File: config.mk
export PLATFORM = sky130hd
export DESIGN_NAME = instr_fetch_unit_flat
export DESIGN_NICKNAME = d
export VERILOG_FILES = /design/src/rtl/instr_fetch_unit_if.sv /design/src/rtl/instr_fetch_unit.sv /design/src/flat_wrapper.sv
export SDC_FILE = /design/constraint.sdc
export NUM_CORES = 1
export LEC_CHECK = 0
export ABC_AREA = 1
export CORE_MARGIN = 4
export CORE_UTILIZATION = 45
export DETAILED_ROUTE_END_ITERATION = 12
export GPL_TIMING_DRIVEN = 0
export PLACE_DENSITY = 0.73
export SYNTH_ARGS = -nofsm -noshare
export SYNTH_HDL_FRONTEND = slang
export SYNTH_SLANG_ARGS = --single-unit
File: constraint.sdc
create_clock -name clk -period 7.2 [get_ports clk]
set_clock_uncertainty 0.05 [all_clocks]
set_input_delay 1.08 -clock clk [delete_from_list [all_inputs] [get_ports clk]]
set_output_delay 1.08 -clock clk [all_outputs]
set_load 0.005 [all_outputs]
File: src/rtl/instr_fetch_unit_if.sv
// Fetch-unit bus bundle: instruction-memory port, redirect input,
// downstream valid/ready handshake and the fetch counter.
interface instr_fetch_unit_if #(
  parameter int ADDR_W = 32,
  parameter int DATA_W = 32
);
  logic              imem_req;
  logic [ADDR_W-1:0] imem_addr;
  logic [DATA_W-1:0] imem_rdata;
  logic              redirect;
  logic [ADDR_W-1:0] redirect_pc;
  logic              if_valid;
  logic              if_ready;
  logic [DATA_W-1:0] if_instr;
  logic [ADDR_W-1:0] if_pc;
  logic [ADDR_W-1:0] if_pc_plus_1;
  logic [15:0]       fetch_count;

  modport master (
    output imem_req, imem_addr,
    input  imem_rdata,
    input  redirect, redirect_pc,
    output if_valid, if_instr, if_pc, if_pc_plus_1,
    input  if_ready,
    output fetch_count
  );

  modport slave (
    input  imem_req, imem_addr,
    output imem_rdata,
    output redirect, redirect_pc,
    input  if_valid, if_instr, if_pc, if_pc_plus_1,
    output if_ready,
    input  fetch_count
  );
endinterface

File: src/rtl/instr_fetch_unit.sv
// Fetch stage: owns the PC, issues 1-cycle-latency imem reads and
// buffers {pc, instr} in a credit-controlled prefetch FIFO.
module instr_fetch_unit #(
  parameter int              ADDR_W   = 32,
  parameter int              DATA_W   = 32,
  parameter int              DEPTH    = 2,
  parameter logic [ADDR_W-1:0] RESET_PC = '0
) (
  input  logic clk,
  input  logic reset,
  instr_fetch_unit_if.master bus
);

  localparam int PW  = (DEPTH > 1) ? $clog2(DEPTH) : 1;
  localparam int CW  = PW + 1;
  localparam int CW1 = CW + 1;

  logic [ADDR_W-1:0] fetch_pc_q, fetch_pc_d;
  logic [ADDR_W-1:0] pend_pc_q, pend_pc_d;
  logic              pend_q, pend_d;
  logic [PW-1:0]     wr_ptr_q, wr_ptr_d;
  logic [PW-1:0]     rd_ptr_q, rd_ptr_d;
  logic [CW-1:0]     count_q, count_d;
  logic [15:0]       fcnt_q, fcnt_d;
  logic [DATA_W-1:0] instr_q [DEPTH];
  logic [DATA_W-1:0] instr_d [DEPTH];
  logic [ADDR_W-1:0] pc_q [DEPTH];
  logic [ADDR_W-1:0] pc_d [DEPTH];

  logic           pop;
  logic           push;
  logic           issue;
  logic [CW1-1:0] credit;

  always_comb begin
    pop    = (count_q != '0) & bus.if_ready;
    push   = pend_q & ~bus.redirect;
    // Slots already owed: buffered + in flight, minus what leaves now.
    credit = CW1'(count_q) + CW1'(pend_q) - CW1'(pop);
    issue  = ~reset &
             (bus.redirect | (credit < CW1'(DEPTH)));

    fetch_pc_d = fetch_pc_q;
    pend_pc_d  = pend_pc_q;
    pend_d     = pend_q;
    wr_ptr_d   = wr_ptr_q;
    rd_ptr_d   = rd_ptr_q;
    count_d    = count_q;
    fcnt_d     = fcnt_q;
    instr_d    = instr_q;
    pc_d       = pc_q;

    if (bus.redirect) begin
      wr_ptr_d   = '0;
      rd_ptr_d   = '0;
      count_d    = '0;
      pend_d     = 1'b1;
      pend_pc_d  = bus.redirect_pc;
      fetch_pc_d = bus.redirect_pc + ADDR_W'(1);
    end else begin
      if (push) begin
        instr_d[wr_ptr_q] = bus.imem_rdata;
        pc_d[wr_ptr_q]    = pend_pc_q;
        wr_ptr_d          = wr_ptr_q + PW'(1);
        fcnt_d            = fcnt_q + 16'd1;
      end
      if (pop) begin
        rd_ptr_d = rd_ptr_q + PW'(1);
      end
      count_d = count_q + CW'(push) - CW'(pop);
      pend_d  = issue;
      if (issue) begin
        pend_pc_d  = fetch_pc_q;
        fetch_pc_d = fetch_pc_q + ADDR_W'(1);
      end
    end
  end

  always_ff @(posedge clk or posedge reset) begin
    if (reset) begin
      fetch_pc_q <= RESET_PC;
      pend_pc_q  <= '0;
      pend_q     <= 1'b0;
      wr_ptr_q   <= '0;
      rd_ptr_q   <= '0;
      count_q    <= '0;
      fcnt_q     <= '0;
      for (int i = 0; i < DEPTH; i++) begin
        instr_q[i] <= '0;
        pc_q[i]    <= '0;
      end
    end else begin
      fetch_pc_q <= fetch_pc_d;
      pend_pc_q  <= pend_pc_d;
      pend_q     <= pend_d;
      wr_ptr_q   <= wr_ptr_d;
      rd_ptr_q   <= rd_ptr_d;
      count_q    <= count_d;
      fcnt_q     <= fcnt_d;
      instr_q    <= instr_d;
      pc_q       <= pc_d;
    end
  end

  assign bus.imem_req     = issue;
  assign bus.imem_addr    = bus.redirect ? bus.redirect_pc
                                         : fetch_pc_q;
  assign bus.if_valid     = (count_q != '0);
  assign bus.if_instr     = instr_q[rd_ptr_q];
  assign bus.if_pc        = pc_q[rd_ptr_q];
  assign bus.if_pc_plus_1 = pc_q[rd_ptr_q] + ADDR_W'(1);
  assign bus.fetch_count  = fcnt_q;

endmodule

File: src/flat_wrapper.sv
// flat-port wrapper written by rule: the top's interface ports become plain ports
module instr_fetch_unit_flat 
#(
  parameter int              ADDR_W   = 32,
  parameter int              DATA_W   = 32,
  parameter int              DEPTH    = 2,
  parameter logic [ADDR_W-1:0] RESET_PC = '0
)
  (clk, reset, bus_imem_req, bus_imem_addr, bus_imem_rdata, bus_redirect, bus_redirect_pc, bus_if_valid, bus_if_instr, bus_if_pc, bus_if_pc_plus_1, bus_if_ready, bus_fetch_count);
  instr_fetch_unit_if #(.ADDR_W(ADDR_W), .DATA_W(DATA_W)) bus_i ();
  input  logic clk;
  input  logic reset;
  output wire logic [$bits(bus_i.imem_req)-1:0] bus_imem_req;
  output wire logic [$bits(bus_i.imem_addr)-1:0] bus_imem_addr;
  input wire logic [$bits(bus_i.imem_rdata)-1:0] bus_imem_rdata;
  input wire logic [$bits(bus_i.redirect)-1:0] bus_redirect;
  input wire logic [$bits(bus_i.redirect_pc)-1:0] bus_redirect_pc;
  output wire logic [$bits(bus_i.if_valid)-1:0] bus_if_valid;
  output wire logic [$bits(bus_i.if_instr)-1:0] bus_if_instr;
  output wire logic [$bits(bus_i.if_pc)-1:0] bus_if_pc;
  output wire logic [$bits(bus_i.if_pc_plus_1)-1:0] bus_if_pc_plus_1;
  input wire logic [$bits(bus_i.if_ready)-1:0] bus_if_ready;
  output wire logic [$bits(bus_i.fetch_count)-1:0] bus_fetch_count;
  assign bus_imem_req = bus_i.imem_req;
  assign bus_imem_addr = bus_i.imem_addr;
  assign bus_i.imem_rdata = bus_imem_rdata;
  assign bus_i.redirect = bus_redirect;
  assign bus_i.redirect_pc = bus_redirect_pc;
  assign bus_if_valid = bus_i.if_valid;
  assign bus_if_instr = bus_i.if_instr;
  assign bus_if_pc = bus_i.if_pc;
  assign bus_if_pc_plus_1 = bus_i.if_pc_plus_1;
  assign bus_i.if_ready = bus_if_ready;
  assign bus_fetch_count = bus_i.fetch_count;
  instr_fetch_unit #(.ADDR_W(ADDR_W), .DATA_W(DATA_W), .DEPTH(DEPTH), .RESET_PC(RESET_PC)) u_core (.clk(clk), .reset(reset), .bus(bus_i));
endmodule
== Word level (Yosys, flattened, before mapping) ==
Index checks and enable logic that the tools add are counted.
Operators by class
  add/sub/neg operators: 10
  $mul: 0
  div/mod/pow operators: 0
  order comparisons: 4
  equal/unequal tests: 0
  shifts and indexed selects: 0
  muxes and demuxes: 21
  bitwise logic cells: 8
  reduce and logical (&&, ||, !) cells: 6
Operator list (number)
  32-bit two-way mux: 12
  64-bit bitwise mux: 2
  32-bit by 1-bit adder with 32-bit output (second input constant): 3
  32-bit demux with 1-bit select: 1
  16-bit by 1-bit adder with 16-bit output (second input constant): 1
  2-bit nonzero test: 4
  1-bit two-way mux: 5
  2-bit greater-or-equal comparator (second input constant): 2
  1-bit inverter with 2-bit output: 2
  2-bit by 1-bit adder with 3-bit output: 1
  1-bit bitwise AND: 3
  3-bit by 2-bit less-than comparator with 1-bit output (second input constant): 1
  3-bit by 1-bit subtractor with 3-bit output: 1
  1-bit adder (second input constant): 2
  2-bit by 1-bit adder with 2-bit output: 1
  2-bit by 1-bit less-than comparator with 1-bit output (second input constant): 1
  2-bit two-way mux: 1
  1-bit inverter: 2
  2-bit AND reduction: 1
  2-bit by 1-bit subtractor with 2-bit output: 1
  1-bit logical AND: 1
  1-bit bitwise OR: 1
Storage, ports and cells
  bits in registers: 213
  latch bits: 0
  bits in writable memories: 0
  bits in read-only memories: 0
  output and inout bits: 146
  word-level logic and storage cells: 60
  memories: 0

== Logic depth before layout (Yosys ltp) ==
  depth after elaboration: 8
  mapped depth: 17
  depth with buffers taken out: 17

== Least setup slack after synthesis ==
OpenSTA, ideal clock, no wires.
  kind: input-to-output
  start point: input port bus_if_ready
  end point: output port bus_imem_req
  arrival time: 2.207 ns
  data required time: 6.070 ns
  slack: 3.863 ns
  cell stages on the path: 6
  path through: nand2_1 -> nor2_1 -> o21ai_0 -> fa_1 -> nand3_1 -> a21oi_1
On the way
  cells in the longest elaborated chain, start to end: 5
RTL lines
  start: declaration: line flat_wrapper.sv:22  | input wire logic [$bits(bus_i.if_ready)-1:0] bus_if_ready;
  1-bit bitwise AND: line instr_fetch_unit.sv:36  | pop = (count_q != '0) & bus.if_ready;
  3-bit by 1-bit subtractor with 3-bit output: line instr_fetch_unit.sv:39  | credit = CW1'(count_q) + CW1'(pend_q) - CW1'(pop);
  3-bit by 2-bit less-than comparator with 1-bit output: line instr_fetch_unit.sv:41  | (bus.redirect | (credit < CW1'(DEPTH)));
  1-bit bitwise OR: line instr_fetch_unit.sv:41
  1-bit bitwise AND: line instr_fetch_unit.sv:40  | issue = ~reset &
  end: declaration: line flat_wrapper.sv:13  | output wire logic [$bits(bus_i.imem_req)-1:0] bus_imem_req;
Every way passes these cells.

== Worst setup path after layout ==
Ends and elaborated chain as after synthesis.

==> reports/metrics.cfg <==
[clock_tree]
cts_made_buffers=23
htreeDepth=1
clock_latency_ps=500
cts-root-buf=clkbuf_16
cts.sinks=213
cts_resized=0
postCtsSetupBuffers=0
clkTransAtPathRegs_ps=60
cts_tree=built
clockBufferDepth=3
cts_hold_buf=0

[floorplan]
core-area_um2=24500
die_h_um=167
num_io_pins=214
start_util_pct=46.2
die_w_um=167
rows=57
die_area_um2=27800

[power_and_ir_drop]
switching_share_pct=35.3
power.switching_mw=1.77
pwr-share-clk_pct=24.4
ir_worst_vdd_mv=0.182
pwr-share-comb_pct=38.9
leakage_nw=7.07
intPower_mw=3.25
seqPwrFrac_pct=36.6
p_per_area_nw_per_um2=342

[sta]
slew_violations=0
slew_headroom_pct=52.9
min_period_ps=4970
setup_violations=0
final.setup.worst_slack_ps=2230
final_min_period_over_clock_period_pct=69.0
worst_slew_pin_slew_ps=707
finalHoldViolations=0
max_freq_mhz=201
rsz0062_at_grt=no

[run]
cap_violations=0

[routing]
drtAntennaViolNets=0
via_count=10909
routed_via_density=5.13
drc=0
wl_per_cell_um=16.5
first_pass_iters=7
routed_wl_um=35100
first_iter_violations=1051

[worst_setup_path]
criticalPathCategory=in2out
path_common_cell=clkdlybuf4s50_1
worstRegToRegCells=12
critPathLaunchType=input port
critPathBufInv=2
cp_cell_sequence=clkdlybuf4s50_1 > nand2_1 > nor2_1 > o21ai_0 > fa_1 > nand3_1 > a21oi_1 > clkdlybuf4s50_1
end_kind=output port
path_delay_family=buffers and inverters
slowest_delay_ps=610
slowest_stage=clkdlybuf4s50_1
path_depth=8
cp_max_fo=4
crit_arrival_ps=3840
required_ps=6070

[synthesis]
synthArstFlopShare_pct=100
syn_avg_cell_area_um2=7.31
netlist_instances=1550
yosysSeqAreaShare_pct=47.0
synth_edf_count=0
synth_top_cell_by_area=dfrtp_1
ys_top_cells_by_area=dfrtp_1 (47%), nand2_1 (21%), o21ai_0 (7.6%)
synthFlopType=dfrtp_1
syn_area_um2=11300
ys_warn_count=0
ys_types=40
syn_nets=1623
synth_top_area_share_pct=47.0
synth.ff_latch_count=213

[finish]
drive_gt1_share_pct=6.04
multi_input_area_um2=5050
ff_latch_area_um2=5330
final_net_count=1861
design_area_um2=14700
fin_util_pct=59.9
syn_to_final_growth_pct=29.6
nFillCells=2238
n_antenna_cell=0

[grt]
grtUsageTotal_pct=24.9
antenna_found_initial=0
grt_pass1_wl_um=56700
grt_pass1_vias=10361
grt_max_degree=136
gr-total-overflow=0

[placed_design]
placed_area_um2=13900
place_hpwl_um=26500
post-place-ws_ps=2250
io_buffers=212
gp_congestion=0.947

[run_status]
status=complete, no violations

[min_path]
hp-class=reg2reg
whs_path_depth=1

[per-layer routing]
layer / share of wire (%) / up-vias / GRT usage (%)
met5: 0 / - / 0
met4: 3.2 / 0 / 7.58
met3: 7.5 / 70 / 4.60
met2: 43 / 462 / 38.2
met1: 46 / 5064 / 36.3
li1: - / 5313 / -
[final cells by class]
class	count	area share, %
Buffer	66	2.29
Clock buffer	34	4.81
Clock inverter	7	0.613
Inverter	163	4.23
Multi-Input combinational cell	1108	34.4
Sequential cell	213	36.3
Tap cell	324	2.76
Timing Repair Buffer	213	14.6
[placed cells by master, fill, tap and decap left out, types with 2 or more instances in the layout]
cell,synthesis,routed
a21oi_1,5,5
a31oi_1,5,5
and2_1,4,4
buf_1,2,2
buf_2,11,11
buf_4,4,4
buf_6,8,8
bufinv_16,0,2
clkbuf_1,41,43
clkbuf_16,0,23
clkbuf_8,0,9
clkdlybuf4s50_1,0,212
clkinv_2,0,3
clkinvlp_4,0,2
dfrtp_1,213,213
ha_1,4,4
inv_1,161,160
nand2_1,619,619
nand2_2,11,11
nand3_1,57,57
nand3b_1,4,4
nand4_1,19,19
nor2_1,93,93
nor2_2,13,13
nor2_4,3,3
nor3_1,5,5
nor3_2,3,3
o21a_1,5,5
o21ai_0,172,172
o21ai_1,20,20
o21ai_2,7,7
o21bai_1,7,7
or2_2,3,3
xnor2_1,13,13
xor2_1,27,27
[worst reg2reg max path, stage by stage (launching register included)]
cell      delay [ps]
dfrtp_1          410
inv_1             70
nand2_1           70
nand2_1          190
nor2_1           220
o21ai_0          140
fa_1             500
nand3_1          140
o21ai_2          350
clkbuf_1         490
nand2_1          230
o21bai_1         220
nand3_1           70
[power by group through the flow]
stage	Clock (mW)	Combinational [mW]	Sequential, mW
after global placement	0	1.91	1.84
after floorplan	0	0.988	1.80
after detailed placement	0	1.95	1.85
final	1.23	1.96	1.84
after CTS	1.25	1.96	1.83
after global routing	1.30	2.18	1.89
[worst paths after layout]
check / slack (ps) / start / to
worst max-delay path: 2230 / bus_if_ready / bus_imem_req
worst min-delay path: 410 / u_core.bus.fetch_count[15] / u_core.bus.fetch_count[15]
worst max register to register: 3980 / u_core.count_q[1] / u_core.fetch_pc_q[19]
worst min register to register: 410 / u_core.bus.fetch_count[15] / u_core.bus.fetch_count[15]
max in group asynchronous: 4940 / reset / u_core.instr_q[30]
min in group asynchronous: 1110 / reset / u_core.fetch_pc_q[23]
[flip-flops by register name, summed over array words and instances, names as in the netlist]
register                flops
u_core.instr_q             64
u_core.pc_q                64
u_core.fetch_pc_q          32
u_core.pend_pc_q           32
u_core.bus.fetch_count     16
u_core.count_q              2
u_core.pend_q               1
u_core.rd_ptr_q             1
u_core.wr_ptr_q             1
[kinds of logic (layout without fill, tap and decap cells)]
logic type,Yosys count,after routing,synth area share [%]
simple gates,840,840,30.3
xor+xnor,40,40,3.09
flops,213,213,47.0
buf+inv,229,483,8.39
compound gates,223,223,10.5
fa+ha+maj,5,5,0.618
[per-stage QoR]
step | cells | total power, mW | TNS [ps] | hold slack [ps]
final | 2128 | 5.02 | 0 | 413
after floorplan | 1550 | 2.79 | 0 | 392
after CTS | 2128 | 5.04 | 0 | 418
after global routing | 2128 | 5.37 | 0 | 440
after detailed placement | 2087 | 3.80 | 0 | 406
after global placement | 2086 | 3.75 | -528590 | 406
[cells in the mapped netlist, types with 5 or more instances]
cell,n
nand2_1,619
dfrtp_1,213
o21ai_0,172
inv_1,161
nor2_1,93
nand3_1,57
clkbuf_1,41
xor2_1,27
o21ai_1,20
nand4_1,19
nor2_2,13
xnor2_1,13
buf_2,11
nand2_2,11
buf_6,8
o21ai_2,7
o21bai_1,7
a21oi_1,5
a31oi_1,5
nor3_1,5
o21a_1,5
No activity file was read; power rests on OpenSTA's default activity.
